File: config.mk
export PLATFORM = sky130hd
export DESIGN_NAME = result_to_digits
export DESIGN_NICKNAME = d
export VERILOG_FILES = /design/src/rtl/result_to_digits.sv
export SDC_FILE = /design/constraint.sdc
export NUM_CORES = 1
export LEC_CHECK = 0
export CAP_MARGIN = 20
export CORE_MARGIN = 2
export CORE_UTILIZATION = 60
export CTS_BUF_LIST = sky130_fd_sc_hd__clkbuf_4 sky130_fd_sc_hd__clkbuf_8
export CTS_CLUSTER_DIAMETER = 30
export DETAILED_ROUTE_END_ITERATION = 10
export HOLD_SLACK_MARGIN = 0.05
export PLACE_DENSITY = 0.87
export REMOVE_ABC_BUFFERS = 1
export SETUP_SLACK_MARGIN = 0.05
export SYNTH_ARGS = -nofsm -noshare
export SYNTH_HDL_FRONTEND = slang
export SYNTH_SLANG_ARGS = --single-unit
File: constraint.sdc
create_clock -name clk -period 3.6 [get_ports clk]
set_input_delay 0.36 -clock clk [delete_from_list [all_inputs] [get_ports clk]]
set_output_delay 0.36 -clock clk [all_outputs]
set_load 0.05 [all_outputs]
File: src/rtl/result_to_digits.sv
// result_to_digits: signed ALU result to seven-segment digit codes via double-dabble; RESULT_TO_DIGITS_LZB_EN enables leading-zero blanking
module result_to_digits #(
   parameter int WIDTH  = 8,
   parameter int DIGITS = 4
) (
   input  logic                  clk,
   input  logic                  rst_n,
   input  logic                  start,
   input  logic [WIDTH-1:0]      value,
   input  logic                  ovf,
   output logic                  busy,
   output logic                  done,
   output logic [4*DIGITS-1:0]   digits
);
   localparam int BW = 4*(DIGITS-1);
   localparam int CW = $clog2(WIDTH+1);
   localparam longint unsigned LIMIT = longint'(10)**(DIGITS-1) - 1;

   typedef enum logic [1:0] {IDLE, SHIFT, FORMAT} state_t;

   state_t              state, state_nxt;
   logic [WIDTH-1:0]    mag, mag_in;
   logic [BW-1:0]       bcd, bcd_adj;
   logic [CW-1:0]       cnt;
   logic                neg, ovl;
   logic [4*DIGITS-1:0] fmt;

   assign busy = state != IDLE;

   // next state and magnitude of the incoming value
   always_comb begin
      state_nxt = state == IDLE  ? (start ? SHIFT : IDLE) :
                  state == SHIFT ? (cnt == CW'(1) ? FORMAT : SHIFT) : IDLE;
      mag_in    = value[WIDTH-1] ? -value : value;
   end

   // add-3 correction on every BCD nibble that would overflow when doubled
   always_comb begin
      bcd_adj = bcd;
      for (int i = 0; i < DIGITS-1; i++)
         bcd_adj[4*i+:4] = bcd[4*i+:4] >= 4'd5 ? bcd[4*i+:4] + 4'd3 : bcd[4*i+:4];
   end

`ifdef RESULT_TO_DIGITS_LZB_EN
   int top;
   // blank leading zeros and park the minus sign just left of the top shown digit
   always_comb begin
      top = 0;
      for (int k = 1; k < DIGITS-1; k++)
         if (bcd[4*k+:4] != 4'd0) top = k;
      fmt = '1;
      for (int k = 0; k < DIGITS-1; k++)
         fmt[4*k+:4] = k <= top ? bcd[4*k+:4] : (neg && k == top + 1 ? 4'hA : 4'hF);
      fmt[4*(DIGITS-1)+:4] = neg && top == DIGITS-2 ? 4'hA : 4'hF;
   end
`else
   // all magnitude digits shown, sign in the top field
   always_comb begin
      fmt = {neg ? 4'hA : 4'hF, bcd};
   end
`endif

   // capture, shift engine and output register
   always_ff @(posedge clk or negedge rst_n) begin
      if (!rst_n) begin
         state  <= IDLE;
         done   <= 1'b0;
         digits <= '1;
         mag    <= '0;
         bcd    <= '0;
         cnt    <= '0;
         neg    <= 1'b0;
         ovl    <= 1'b0;
      end else begin
         state <= state_nxt;
         done  <= state == FORMAT;
         if (state == IDLE && start) begin
            mag <= mag_in;
            bcd <= '0;
            cnt <= CW'(WIDTH);
            neg <= value[WIDTH-1];
            ovl <= ovf | (64'(mag_in) > LIMIT);
         end
         if (state == SHIFT) begin
            {bcd, mag} <= {bcd_adj, mag} << 1;
            cnt        <= cnt - CW'(1);
         end
         if (state == FORMAT)
            digits <= ovl ? {DIGITS{4'hB}} : fmt;
      end
   end
endmodule

==> results of run 1 <==
[synthesized netlist by cell type (5+ instances only)]
cell / number
sky130_fd_sc_hd__nand2_1: 38
sky130_fd_sc_hd__nand2b_1: 8
sky130_fd_sc_hd__nand3_1: 9
sky130_fd_sc_hd__xnor2_1: 6
sky130_fd_sc_hd__clkbuf_1: 6
sky130_fd_sc_hd__dfrtp_1: 29
sky130_fd_sc_hd__dfstp_2: 14
sky130_fd_sc_hd__o21ai_0: 31
sky130_fd_sc_hd__nor2_1: 12
sky130_fd_sc_hd__a22oi_1: 5
sky130_fd_sc_hd__o31ai_1: 5
sky130_fd_sc_hd__ha_1: 9
sky130_fd_sc_hd__inv_1: 13
[cells by family after synthesis]
| family | synth area share, % |
|---|---|
| DFF | 51.8 |
| other | 0.178 |
| buffers and inverters | 5.04 |
| AOI/OAI and AO/OA | 15.8 |
| muxes | 0.474 |
| xor gates and xnor gates | 4.15 |
| adders and majority gates | 5.33 |
| and+or+nand+nor | 17.2 |
[power by group]
| part | internal [mW] | total (mW) | switching [mW] |
|---|---|---|---|
| sequential | 0.716 | 0.893 | 0.177 |
| combinational | 0.382 | 1.02 | 0.640 |
| clock | 0.123 | 0.270 | 0.147 |
| total | 1.22 | 2.18 | 0.964 |
[worst max-delay path, stage by stage, from the launching register on]
cell,delay [ns]
sky130_fd_sc_hd__dfrtp_1,0.48
sky130_fd_sc_hd__nor2_1,0.11
sky130_fd_sc_hd__inv_1,0.07
sky130_fd_sc_hd__clkdlybuf4s50_1,0.79
[flip-flops by register name, indices dropped and copies added, names as in the netlist]
register	flops
ovl	1
mag	8
digits	14
neg	1
state	2
done	1
bcd	12
cnt	4
[metal layers]
| metal | part of all wire (%) | GRT usage (%) |
|---|---|---|
| met1 | 44 | 25.6 |
| met2 | 49 | 36.2 |
| met3 | 5.7 | 6.07 |
| met4 | 1.6 | 8.70 |
| met5 | 0 | 0 |
[cell type report]
cell class / count / area share [%]
Timing Repair Buffer: 29 / 11.4
Inverter: 13 / 1.98
Tap cell: 46 / 2.33
Clock buffer: 8 / 2.94
Sequential cell: 43 / 44.3
Multi-Input combinational cell: 158 / 37.1
[worst paths after layout]
check                      slack (ns)  startpoint          to
max in group asynchronous        2.91       rst_n      cnt[2]
hold reg to reg                  0.47         neg  digits[14]
min in group clk                 0.47         neg  digits[14]
hold / removal                   0.13       rst_n      bcd[9]
setup / recovery                 1.44    state[0]        busy
setup reg to reg                 2.01      bcd[0]      bcd[1]
[per-stage QoR]
step | util (%) | setup slack (ns) | hold slack, ns
after floorplan | - | 1.67 | 0.0644
after global placement | 71.0 | 1.74 | 0.423
after detailed placement | 71.0 | 1.70 | 0.458
after CTS | 73.2 | 1.43 | 0.137
after global routing | 73.4 | 1.36 | 0.175
final | 73.4 | 1.44 | 0.126
==> results.md, run 1 <==
- The flow ran to the end, and the final reports show no timing, DRC or antenna violations.
- The time the final worst path needs with I/O delays and setup is 2.16 ns.
- Dividing the detail-routed wire length by the instance count gives 13.1 µm.
- The worst hold path belongs to the class input port to asynchronous set/reset pin.
- The final standard cell count with taps included and fillers excluded is 297.
- The clock tree skew after final layout is 0.00243 ns.
- For this run, the detailed router's first-pass iteration total came to 4.
- After clock tree synthesis, the clock-pin slew on the worst setup and hold paths is 0.11 ns.
- The flip-flop and latch count after synthesis is 43.
- The number of antenna diodes in the final layout is 0.
- The number of pins with negative max-slew slack in the final report is 0.
- The clock reaches the later pin of the worst-skew pair after 0.35 ns.
- The die covers 0.00401 mm².
- In this run the core area contains 21 standard-cell rows.
- For this design, the sink count on the clock tree is 43.
- The type of element capturing the critical path is an output port.
- Cells with a size suffix above 1 make up 10.4% of the layout.
- The depth of the worst register-to-register path is 6.
- The detailed placer's ending HPWL is 2.72 mm.
- The number of buffer cells added on primary ports is 27.
- After detailed placement, the total cell area comes to 0.00239 mm².
- The detail route stage leaves a number of antenna-violating nets equal to 0.
- The transition at the pin with the smallest max-transition slack is 0.910 ns.
- Summed over all layers, the global routing overflow is 0.
- The critical path required time is 3.24 ns.
- The setup total negative slack is 0 ns.
- The number of failing hold endpoints at the final stage is 0.
- In this run, the number of DRC markers left after iteration 0 of detailed routing was 81.
- The wire length of the first global-routing pass is 6.64 mm.
- Setup repair after global routing left no endpoint under its margin.
- In the final design database the tool counted 271 nets.
- The maximum frequency from static timing analysis is 0.464 GHz.
- The placer's final routability congestion estimate is 0.780.
- The cell taking the most area after synthesis is sky130_fd_sc_hd__dfrtp_1.
- The I/O pin total is 30.
- The routed via count divided by cell count is 5.59.
- For this run, the total global-route usage over all layers was measured as 21.4%.
- The power density over the cells is 885 mW/mm².
- The worst-case IR drop observed on VDD is 0.496 mV.
- In this run the biggest area consumer among cell types represents 34.4% of the synthesized area.
- The CTS tree is yes.
- Sorting the synthesized cells by area gives the leading types as sky130_fd_sc_hd__dfrtp_1 (34%), sky130_fd_sc_hd__dfstp_2 (17%), sky130_fd_sc_hd__o21ai_0 (7.3%), sky130_fd_sc_hd__nand2_1 (6.8%), sky130_fd_sc_hd__ha_1 (5.3%).
- The die outline width is 63.3 µm.
- The via count of the first global-routing pass came to 1525.
- For the worst setup path, the data arrival time is 1.80 ns.
- In this run the static leakage power is 1.06 nW.
- Once the clock tree was built, the resizer swapped 0 gates to a different size.
- The buffer type at the clock tree root is sky130_fd_sc_hd__clkbuf_4.
- The total routed wirelength is 3.89 mm.
- The completed layout was analyzed and its total power is 2.18 mW.
- The remaining design rule violation count is 0.
- The most used flip-flop cell after synthesis is sky130_fd_sc_hd__dfrtp_1.
- The cell area that synthesis handed to floorplanning was 0.00211 mm².
- After routing the design area is 0.00247 mm².
- The layout has 285 filler cells.
- Counting tap cells, the placed design contains a total of 288 instances.
- The number of standard cells after synthesis is 225.
- The number of clock buffers inserted by TritonCTS is 5.
- The library cells used most frequently in the layout, excluding fill and tap cells, are sky130_fd_sc_hd__nand2_1 (38), sky130_fd_sc_hd__o21ai_0 (30), sky130_fd_sc_hd__dfrtp_1 (29).
- Sequential elements use 51.8% of the synthesized area.
- Leaving out fill and tap cells, the most frequent cell in the layout is sky130_fd_sc_hd__nand2_1.
- The area growth from synthesis to layout is 16.9%.
- The number of antenna violations at the first check in global routing is 0.
- Synthesis instantiated 34 different standard cells from the library.
- For this run, the number of Yosys warnings is 0.
- The total setup buffers inserted after CTS is 0.
- Summing over every cut layer, the via total after detailed routing is 1660.
- The floorplan step set the die height to 63.3 µm.
- The area of the multi-input gates is 916 µm².
- The H-tree was split into 2 levels.
- Counting flops with an async set or reset pin after synthesis yields a share of 100%.
- The pin count of the biggest net entering global routing is 44.
- By startpoint and endpoint, the worst setup path is classified as register to output port.
- The reported max-cap violation count is 0.
- After floorplanning, the core was sized to cover 0.00336 mm².
- The average size of a mapped cell is 9.39 µm².
- Across the whole layout, storage elements account for 0.00109 mm².
- Along the worst path, the maximum fanout reaches 8.
- Setup violations remaining at the end of the flow were counted as 0.
- Counting along the longest clock path gives a buffer depth of 2.
- The hold-fix buffer count after cts is 0.
- The number of synthesized flops with an enable pin is 0.
- The relative slew slack is 39.3%.
- The final critical-path share of the clock period is 59.9%.
- The launching element type of the critical path is a register.
- The initial standard-cell utilization of the core is 62.8%.
(Power assumes the default switching activity.)
==> run 2, diff against run 1 <==
- CORE_UTILIZATION: 60 -> 51
- PLACE_DENSITY: 0.87 -> 0.78
- clock period: 3.6 -> 1.95 ns (I/O delays scaled with it)
==> run 2 against run 1 <==
Against the previous run:
- non-clock buffer count increased by 4
- critical endpoint is now digits[12]
- sequential power increased by 84%
- die area increased by 16%
- utilization decreased by 9.9 points
- count of clock-buffer cells in the layout decreased by 1
- first-iteration DRC count decreased by 32%
- sequential share of layout area decreased by 1.2 points
- worst hold slack improved by 0.28 ns
- via count decreased by 3.4%
- sequential cell count unchanged
- clock power increased by 120%
==> results.md, run 2 (same netlist as run 1, synthesis figures left out) <==
- The initial standard-cell utilization of the core came to 52.8% (was 62.8%).
- The wire length of the first global-routing pass is 6.66 mm (was 6.64 mm).
- The cell leakage power came to 1.09 nW (was 1.06 nW).
- The layout cell share with drive strength beyond 1 is 11.4% (was 10.4%).
- The critical path required time is 1.75 ns (was 3.24 ns).
- The via count of the first global-routing pass came to 1532 (was 1525).
- The number of buffers on the longest clock path is 2 (unchanged).
- The number of buffer cells added on primary ports is 27 (unchanged).
- The final count of negative-setup-slack endpoints is 0 (unchanged).
- The overall global routing resource usage was 19.2% (was 21.4%).
- The final critical-path share of the clock period is 93.1%.
- The part of the power in combinational logic is 45.8% (was 46.8%).
- The fraction of power spent switching nets is 43.0% (was 44.1%).
- The time the final worst path needs with I/O delays and setup is 1.82 ns.
- The detail-routed net length per standard cell is 12.3 µm (was 13.1 µm).
- The total clock sinks is 43 (unchanged).
- The overall overflow remaining after global route is 0 (unchanged).
- The detailed placer's ending HPWL is 2.71 mm (was 2.72 mm).
- The placeable core region came to 0.00400 mm² (was 0.00336 mm²).
- The pin count of the biggest net entering global routing is 44 (unchanged).
- Status: finished clean (unchanged).
- The register with the highest flop count is digits (unchanged).
- The height of the die was 68.4 µm (was 63.3 µm).
- The launching element type of the critical path was a register (unchanged).
- The number of flip-flops under the largest register name is 14 (unchanged).
- The placer's final routability congestion estimate was 0.773 (was 0.780).
- The power dissipated by switching net loads is 1.76 mW (was 964 µW).
- The slowest cell on the critical path is sky130_fd_sc_hd__clkdlybuf4s50_1 (unchanged).
- The source-to-sink clock delay at the later pin of the worst-skew pair is 0.29 ns (was 0.35 ns).
- The transition at the pin with the smallest max-transition slack is 0.502 ns (was 0.910 ns).
- The number of pins with negative max-slew slack in the final report is 0 (unchanged).
- The total setup buffers inserted after CTS came to 0 (unchanged).
- Cells along the critical path: clkdlybuf4s50_1 (was nor2_1, inv_1, clkdlybuf4s50_1).
- The area growth from synthesis to layout is 20.3% (was 16.9%).
- The routed via count divided by cell count is 5.26 (was 5.59).
- The kind of critical path is register to output port (unchanged).
- The antenna violation net count after detailed routing is 0 (unchanged).
- The floorplan die area came to 0.00467 mm² (was 0.00401 mm²).
- The number of clock buffers inserted by TritonCTS is 5 (unchanged).
- The internal power contribution is 2.34 mW (was 1.22 mW).
- The CTS tree is yes (unchanged).
- The number of buffers and inverters on the critical path was 1 (was 2).
- The kind of cell with the highest combined delay on the critical path is buffers and inverters (unchanged).
- The total routed wirelength is 3.74 mm (was 3.89 mm).
- The depth of the CTS H-tree came to 2 (unchanged).
- The type of element capturing the critical path is an output port (unchanged).
- The sequential group share of total power is 40.0% (was 40.9%).
- RSZ-0062 raised after global routing: no (unchanged).
- The standard-cell row count is 23 (was 21).
- The class of the tightest hold or removal check is input port to asynchronous set/reset pin (unchanged).
- The setup total negative slack is 0 ns (unchanged).
- The number of design-rule violations left by the first detailed-router iteration is 55 (was 81).
- Commonest non-fill, non-tap cells in the layout: sky130_fd_sc_hd__nand2_1 (38), sky130_fd_sc_hd__o21ai_0 (30), sky130_fd_sc_hd__dfrtp_1 (29) (unchanged).
- The remaining design rule violation count is 0 (unchanged).
- The largest vdd supply drop is 0.903 mV (was 0.496 mV).
- The worst endpoint data arrival time is 1.62 ns (was 1.80 ns).
- The total number of vias was 1603 (was 1660).
- The clock power share came to 14.2% (was 12.3%).
- The number of antenna violations at the first check in global routing is 0 (unchanged).
- The diode insertion count for antenna repair was 0 (unchanged).
- The most common cell after layout, fill and taps aside is sky130_fd_sc_hd__nand2_1 (unchanged).
- The peak per-stage delay on the critical path is 0.79 ns (about the same).
- The overall power of the completed layout came to 4.10 mW (was 2.18 mW).
- The iteration count of the initial detailed-routing pass was 4 (unchanged).
- The buffer type at the clock tree root is sky130_fd_sc_hd__clkbuf_8 (was sky130_fd_sc_hd__clkbuf_4).
- The I/O pin total is 30 (unchanged).
- The clock tree skew after final layout was 0.00649 ns (was 0.00243 ns).
- The post-layout net count came to 275 (was 271).
- Top flop regs: digits x14, bcd x12, mag x8 (unchanged).
- The maximum frequency from static timing analysis is 0.551 GHz.
- The worst-path maximum fanout is 2 (was 8).
- The power density over the cells is 1620 mW/mm² (was 885 mW/mm²).
- The die outline width came to 68.4 µm (was 63.3 µm).
- The relative slew slack came to 66.6% (was 39.3%).
- The clock slew at the register clock pins of the worst setup and hold paths is 0.08 ns (was 0.11 ns).
- The reported max-cap violation count came to 0 (unchanged).
- The number of failing hold endpoints at the final stage is 0 (unchanged).
-- run 2: cell types whose count changed in the layout (fill, tap and decap cells not counted) --
| cell | change |
|---|---|
| sky130_fd_sc_hd__clkbuf_4 | -5 |
| sky130_fd_sc_hd__clkdlybuf4s50_1 | -1 |
| sky130_fd_sc_hd__dlygate4sd2_1 | +1 |
| sky130_fd_sc_hd__clkbuf_8 | +4 |
| sky130_fd_sc_hd__clkinv_2 | +1 |
| sky130_fd_sc_hd__buf_12 | +1 |
| sky130_fd_sc_hd__buf_4 | +2 |
| sky130_fd_sc_hd__dlygate4sd3_1 | +1 |
-- run 2: per-layer routing --
layer / global-route usage [%] / up-vias / wire length, µm
met1: 23.4 / 750 / 1760
met4: 7.50 / 0 / 68
met3: 4.44 / 6 / 130
li1: - / 816 / -
met2: 33.0 / 31 / 1780
met5: 0 / - / 0
-- run 2: metrics by stage --
stage / worst slack [ns] / cell area (µm²) / util (%) / instances / hold WS, ns
6_report: 0.134 / 2540 / 63.5 / 305 / 0.404
5_1_grt: 0.0881 / 2540 / 63.5 / 305 / 0.431
4_1_cts: 0.119 / 2540 / 63.5 / 305 / 0.406
3_5_place_dp: 0.232 / 2440 / 60.9 / 296 / 0.187
3_3_place_gp: 0.252 / 2440 / 60.9 / 296 / 0.188
2_1_floorplan: 0.0166 / 2060 / - / 214 / -0.101
-- run 2: worst paths after layout --
check | start | cells past startpoint | slack (ns) | to
max | digits[12] | 1 | 0.13 | digits[12]
min | rst_n | 3 | 0.40 | bcd[9]
max reg2reg | bcd[4] | 6 | 0.40 | bcd[5]
min reg2reg | neg | 1 | 0.45 | digits[14]
max in group asynchronous | rst_n | 3 | 1.28 | digits[1]
min in group clk | ovf | 3 | 0.43 | ovl
-- run 2: final cells by class --
cell class | count | area (µm²)
fillers | 340 | 1460
flip-flops and latches | 43 | 1090
multi-input cells | 158 | 916
repair buffers | 33 | 324
clock buffers | 7 | 90.1
well taps | 50 | 62.6
inverters | 13 | 48.8
clock inverters | 1 | 5.00
-- run 2: what timing repair did --
item                                    in CTS  in global routing
resized for setup                            1                  0
endpoints found under the setup margin       1                  0
hold buffers                                 1                  0
endpoints found under the hold margin       29                  0
-- run 2: power groups by stage --
stage / Combinational [mW] / Sequential, mW / Clock (mW)
global placement: 1.85 / 1.64 / 0
CTS: 1.90 / 1.64 / 0.606
floorplan: 0.997 / 1.96 / 0
global route: 2.11 / 1.70 / 0.635
finish: 1.88 / 1.64 / 0.583
detailed placement: 1.90 / 1.66 / 0
-- run 2: worst reg2reg max path, stage by stage, from the launching register on --
cell and delay [ns]:
sky130_fd_sc_hd__dfrtp_1 0.43, sky130_fd_sc_hd__inv_1 0.12, sky130_fd_sc_hd__ha_1 0.20, sky130_fd_sc_hd__nand2b_1 0.06, sky130_fd_sc_hd__a21oi_1 0.35, sky130_fd_sc_hd__xnor2_1 0.17
sky130_fd_sc_hd__o21ai_0 0.08
==> run 3, diff against run 2 <==
- PLACE_DENSITY: 0.78 -> unset
- PLACE_DENSITY_LB_ADDON: unset -> 0.2
- RECOVER_POWER: unset -> 100
- SLEW_MARGIN: unset -> 20
==> run 3 against run 2 <==
Against the previous run:
- sequential share of layout area up 0.32 points
- non-clock buffer count unchanged
- global-route usage up 1.1 points
- cell area down 0.74%
==> results.md, run 3 (same netlist as run 1, synthesis figures left out) <==
- The register with the highest flop count was digits (unchanged).
- The relative slew slack is 19.4% (was 66.6%).
- The area growth from synthesis to layout is 19.4% (was 20.3%).
- The maximum frequency from static timing analysis is 0.547 GHz (was 0.551 GHz).
- The part of the power in combinational logic is 45.3% (was 45.8%).
- The number of antenna violations at the first check in global routing is 0 (unchanged).
- Top flop regs: digits x14, bcd x12, mag x8 (unchanged).
- The class of the tightest hold or removal check is input port to register (was input port to asynchronous set/reset pin).
- The number of design-rule violations left by the first detailed-router iteration is 108 (was 55).
- The peak per-stage delay on the critical path is 0.81 ns (was 0.79 ns).
- The number of flip-flops under the largest register name came to 14 (unchanged).
- RSZ-0062 raised after global routing: no (unchanged).
- The total setup buffers inserted after CTS is 0 (unchanged).
- The die outline width is 68.4 µm (unchanged).
- The post-placement worst setup slack is 0.214 ns (was 0.232 ns).
- The fraction of power spent switching nets was 43.7% (was 43.0%).
- The CTS tree is yes (unchanged).
- Commonest non-fill, non-tap cells in the layout: sky130_fd_sc_hd__nand2_1 (38), sky130_fd_sc_hd__o21ai_0 (31), sky130_fd_sc_hd__dfrtp_1 (29) (was sky130_fd_sc_hd__nand2_1 (38), sky130_fd_sc_hd__o21ai_0 (30), sky130_fd_sc_hd__dfrtp_1 (29)).
- The slowest cell on the critical path is sky130_fd_sc_hd__clkdlybuf4s50_1 (unchanged).
- The time the final worst path needs with I/O delays and setup is 1.83 ns (was 1.82 ns).
- The number of pins with negative max-slew slack in the final report is 0 (unchanged).
- The cell leakage power is 1.08 nW (was 1.09 nW).
- The placer's final routability congestion estimate is 0.864 (was 0.773).
- The iteration count of the initial detailed-routing pass is 4 (unchanged).
- The detailed placer's ending HPWL came to 2.90 mm (was 2.71 mm).
- Cells along the critical path: clkdlybuf4s50_1 (unchanged).
- The fill cell total of the finished layout is 361 (was 340).
- The diode insertion count for antenna repair was 0 (unchanged).
- The depth of the CTS H-tree is 2 (unchanged).
- The post-layout net count is 275 (unchanged).
- The final critical-path share of the clock period is 93.8% (was 93.1%).
- The setup total negative slack is 0 ns (unchanged).
- The overall global routing resource usage is 20.3% (was 19.2%).
- The pin count of the biggest net entering global routing was 30 (was 44).
- The internal power contribution came to 2.33 mW (was 2.34 mW).
- Status: finished clean (unchanged).
- The standard-cell row count is 23 (unchanged).
- The total number of vias was 1642 (was 1603).
- The area of the multi-input gates came to 916 µm² (unchanged).
- The antenna violation net count after detailed routing is 0 (unchanged).
- The routed via count divided by cell count is 5.38 (was 5.26).
- The number of buffers and inverters on the critical path is 1 (unchanged).
- The buffer type at the clock tree root is sky130_fd_sc_hd__clkbuf_8 (unchanged).
- The critical path required time is 1.75 ns (about the same).
- The reported max-cap violation count was 0 (unchanged).
- The clock tree skew after final layout is 0.0125 ns (was 0.00649 ns).
- The kind of cell with the highest combined delay on the critical path is buffers and inverters (unchanged).
- The clock slew at the register clock pins of the worst setup and hold paths was 0.08 ns (about the same).
- The sequential group share of total power came to 39.9% (was 40.0%).
- The initial standard-cell utilization of the core came to 52.8% (unchanged).
- The floorplan die area is 0.00467 mm² (unchanged).
- The number of clock buffers inserted by TritonCTS is 5 (unchanged).
- The remaining design rule violation count is 0 (unchanged).
- The source-to-sink clock delay at the later pin of the worst-skew pair is 0.29 ns (about the same).
- The worst-path maximum fanout is 2 (unchanged).
- The number of failing hold endpoints at the final stage is 0 (unchanged).
- The type of element capturing the critical path is an output port (unchanged).
- The total clock sinks is 43 (unchanged).
- The power dissipated by switching net loads is 1.81 mW (was 1.76 mW).
- The largest vdd supply drop is 0.716 mV (was 0.903 mV).
- The worst setup margin is 0.122 ns (was 0.134 ns).
- The worst endpoint data arrival time is 1.63 ns (was 1.62 ns).
- The placeable core region is 0.00400 mm² (unchanged).
- The transition at the pin with the smallest max-transition slack is 1.21 ns (was 0.502 ns).
- The total routed wirelength is 3.98 mm (was 3.74 mm).
- The final count of negative-setup-slack endpoints is 0 (unchanged).
- The most common cell after layout, fill and taps aside is sky130_fd_sc_hd__nand2_1 (unchanged).
- The kind of critical path is register to output port (unchanged).
- The clock power share is 14.8% (was 14.2%).
- The power density over the cells is 1640 mW/mm² (was 1620 mW/mm²).
- The overall overflow remaining after global route is 0 (unchanged).
- The via count of the first global-routing pass is 1586 (was 1532).
- The launching element type of the critical path is a register (unchanged).
- The I/O pin total is 30 (unchanged).
- The number of buffer cells added on primary ports is 27 (unchanged).
- The number of buffers on the longest clock path is 2 (unchanged).
- The height of the die came to 68.4 µm (unchanged).
- The layout cell share with drive strength beyond 1 was 9.80% (was 11.4%).
- The wire length of the first global-routing pass was 6.98 mm (was 6.66 mm).
- The detail-routed net length per standard cell is 13.0 µm (was 12.3 µm).
- The register cell area after layout was 0.00109 mm² (unchanged).
==> run 3: cell count changes in the layout (fill, tap and decap cells not counted), moves of 2 or more <==
cell / delta
sky130_fd_sc_hd__dfstp_1: +2
sky130_fd_sc_hd__buf_4: -2
sky130_fd_sc_hd__dfstp_2: -2
sky130_fd_sc_hd__clkbuf_2: +2
sky130_fd_sc_hd__clkbuf_1: +3
==> run 3: power by group through the flow <==
stage          clock, mW  sequential (mW)  combinational [mW]
2_1_floorplan          0             1.96               0.997
3_3_place_gp           0             1.65                1.85
3_5_place_dp           0             1.67                1.90
4_1_cts            0.635             1.65                1.91
5_1_grt            0.675             1.71                2.13
6_report           0.613             1.65                1.87
==> run 3: final cells by class <==
cell class / count / area share [%]
Clock buffer: 7 / 3.82
Clock inverter: 1 / 0.298
Sequential cell: 43 / 43.4
Multi-Input combinational cell: 158 / 36.3
Inverter: 13 / 1.94
Timing Repair Buffer: 33 / 11.8
Tap cell: 50 / 2.48
==> run 3: metal layers <==
metal  GRT usage (%)  vias to the layer above  share of wire [%]
met1            25.8                      781                 47
met2            33.5                       36                 48
met4            8.50                        0               0.73
li1                -                      823                  -
met5               0                        -                  0
met3            4.28                        2                4.4
==> run 3: worst paths after layout <==
check / from / to / slack (ns) / cells after the start
max: digits[3] / digits[3] / 0.12 / 1
min: ovf / ovl / 0.47 / 3
max reg2reg: state[0] / mag[6] / 0.21 / 4
min reg2reg: neg / digits[14] / 0.47 / 1
max in group asynchronous: rst_n / digits[5] / 0.34 / 3
min in group asynchronous: rst_n / bcd[11] / 0.67 / 2
==> run 3: per-stage QoR <==
step	util (%)	hold WS, ns	area, µm²	total power [mW]	instances
2_1_floorplan	-	-0.101	2060	2.96	214
3_3_place_gp	60.6	0.187	2420	3.50	296
3_5_place_dp	60.6	0.197	2420	3.57	296
4_1_cts	63.4	0.411	2540	4.20	305
5_1_grt	63.0	0.483	2520	4.51	305
6_report	63.0	0.469	2520	4.14	305
==> run 3: what timing repair did <==
action | 4_1_cts | 5_1_grt
endpoints found under the setup margin | 0 | 1
gates resized for setup | 0 | 1
endpoints found under the hold margin | 15 | 0
hold buffers | 1 | 0
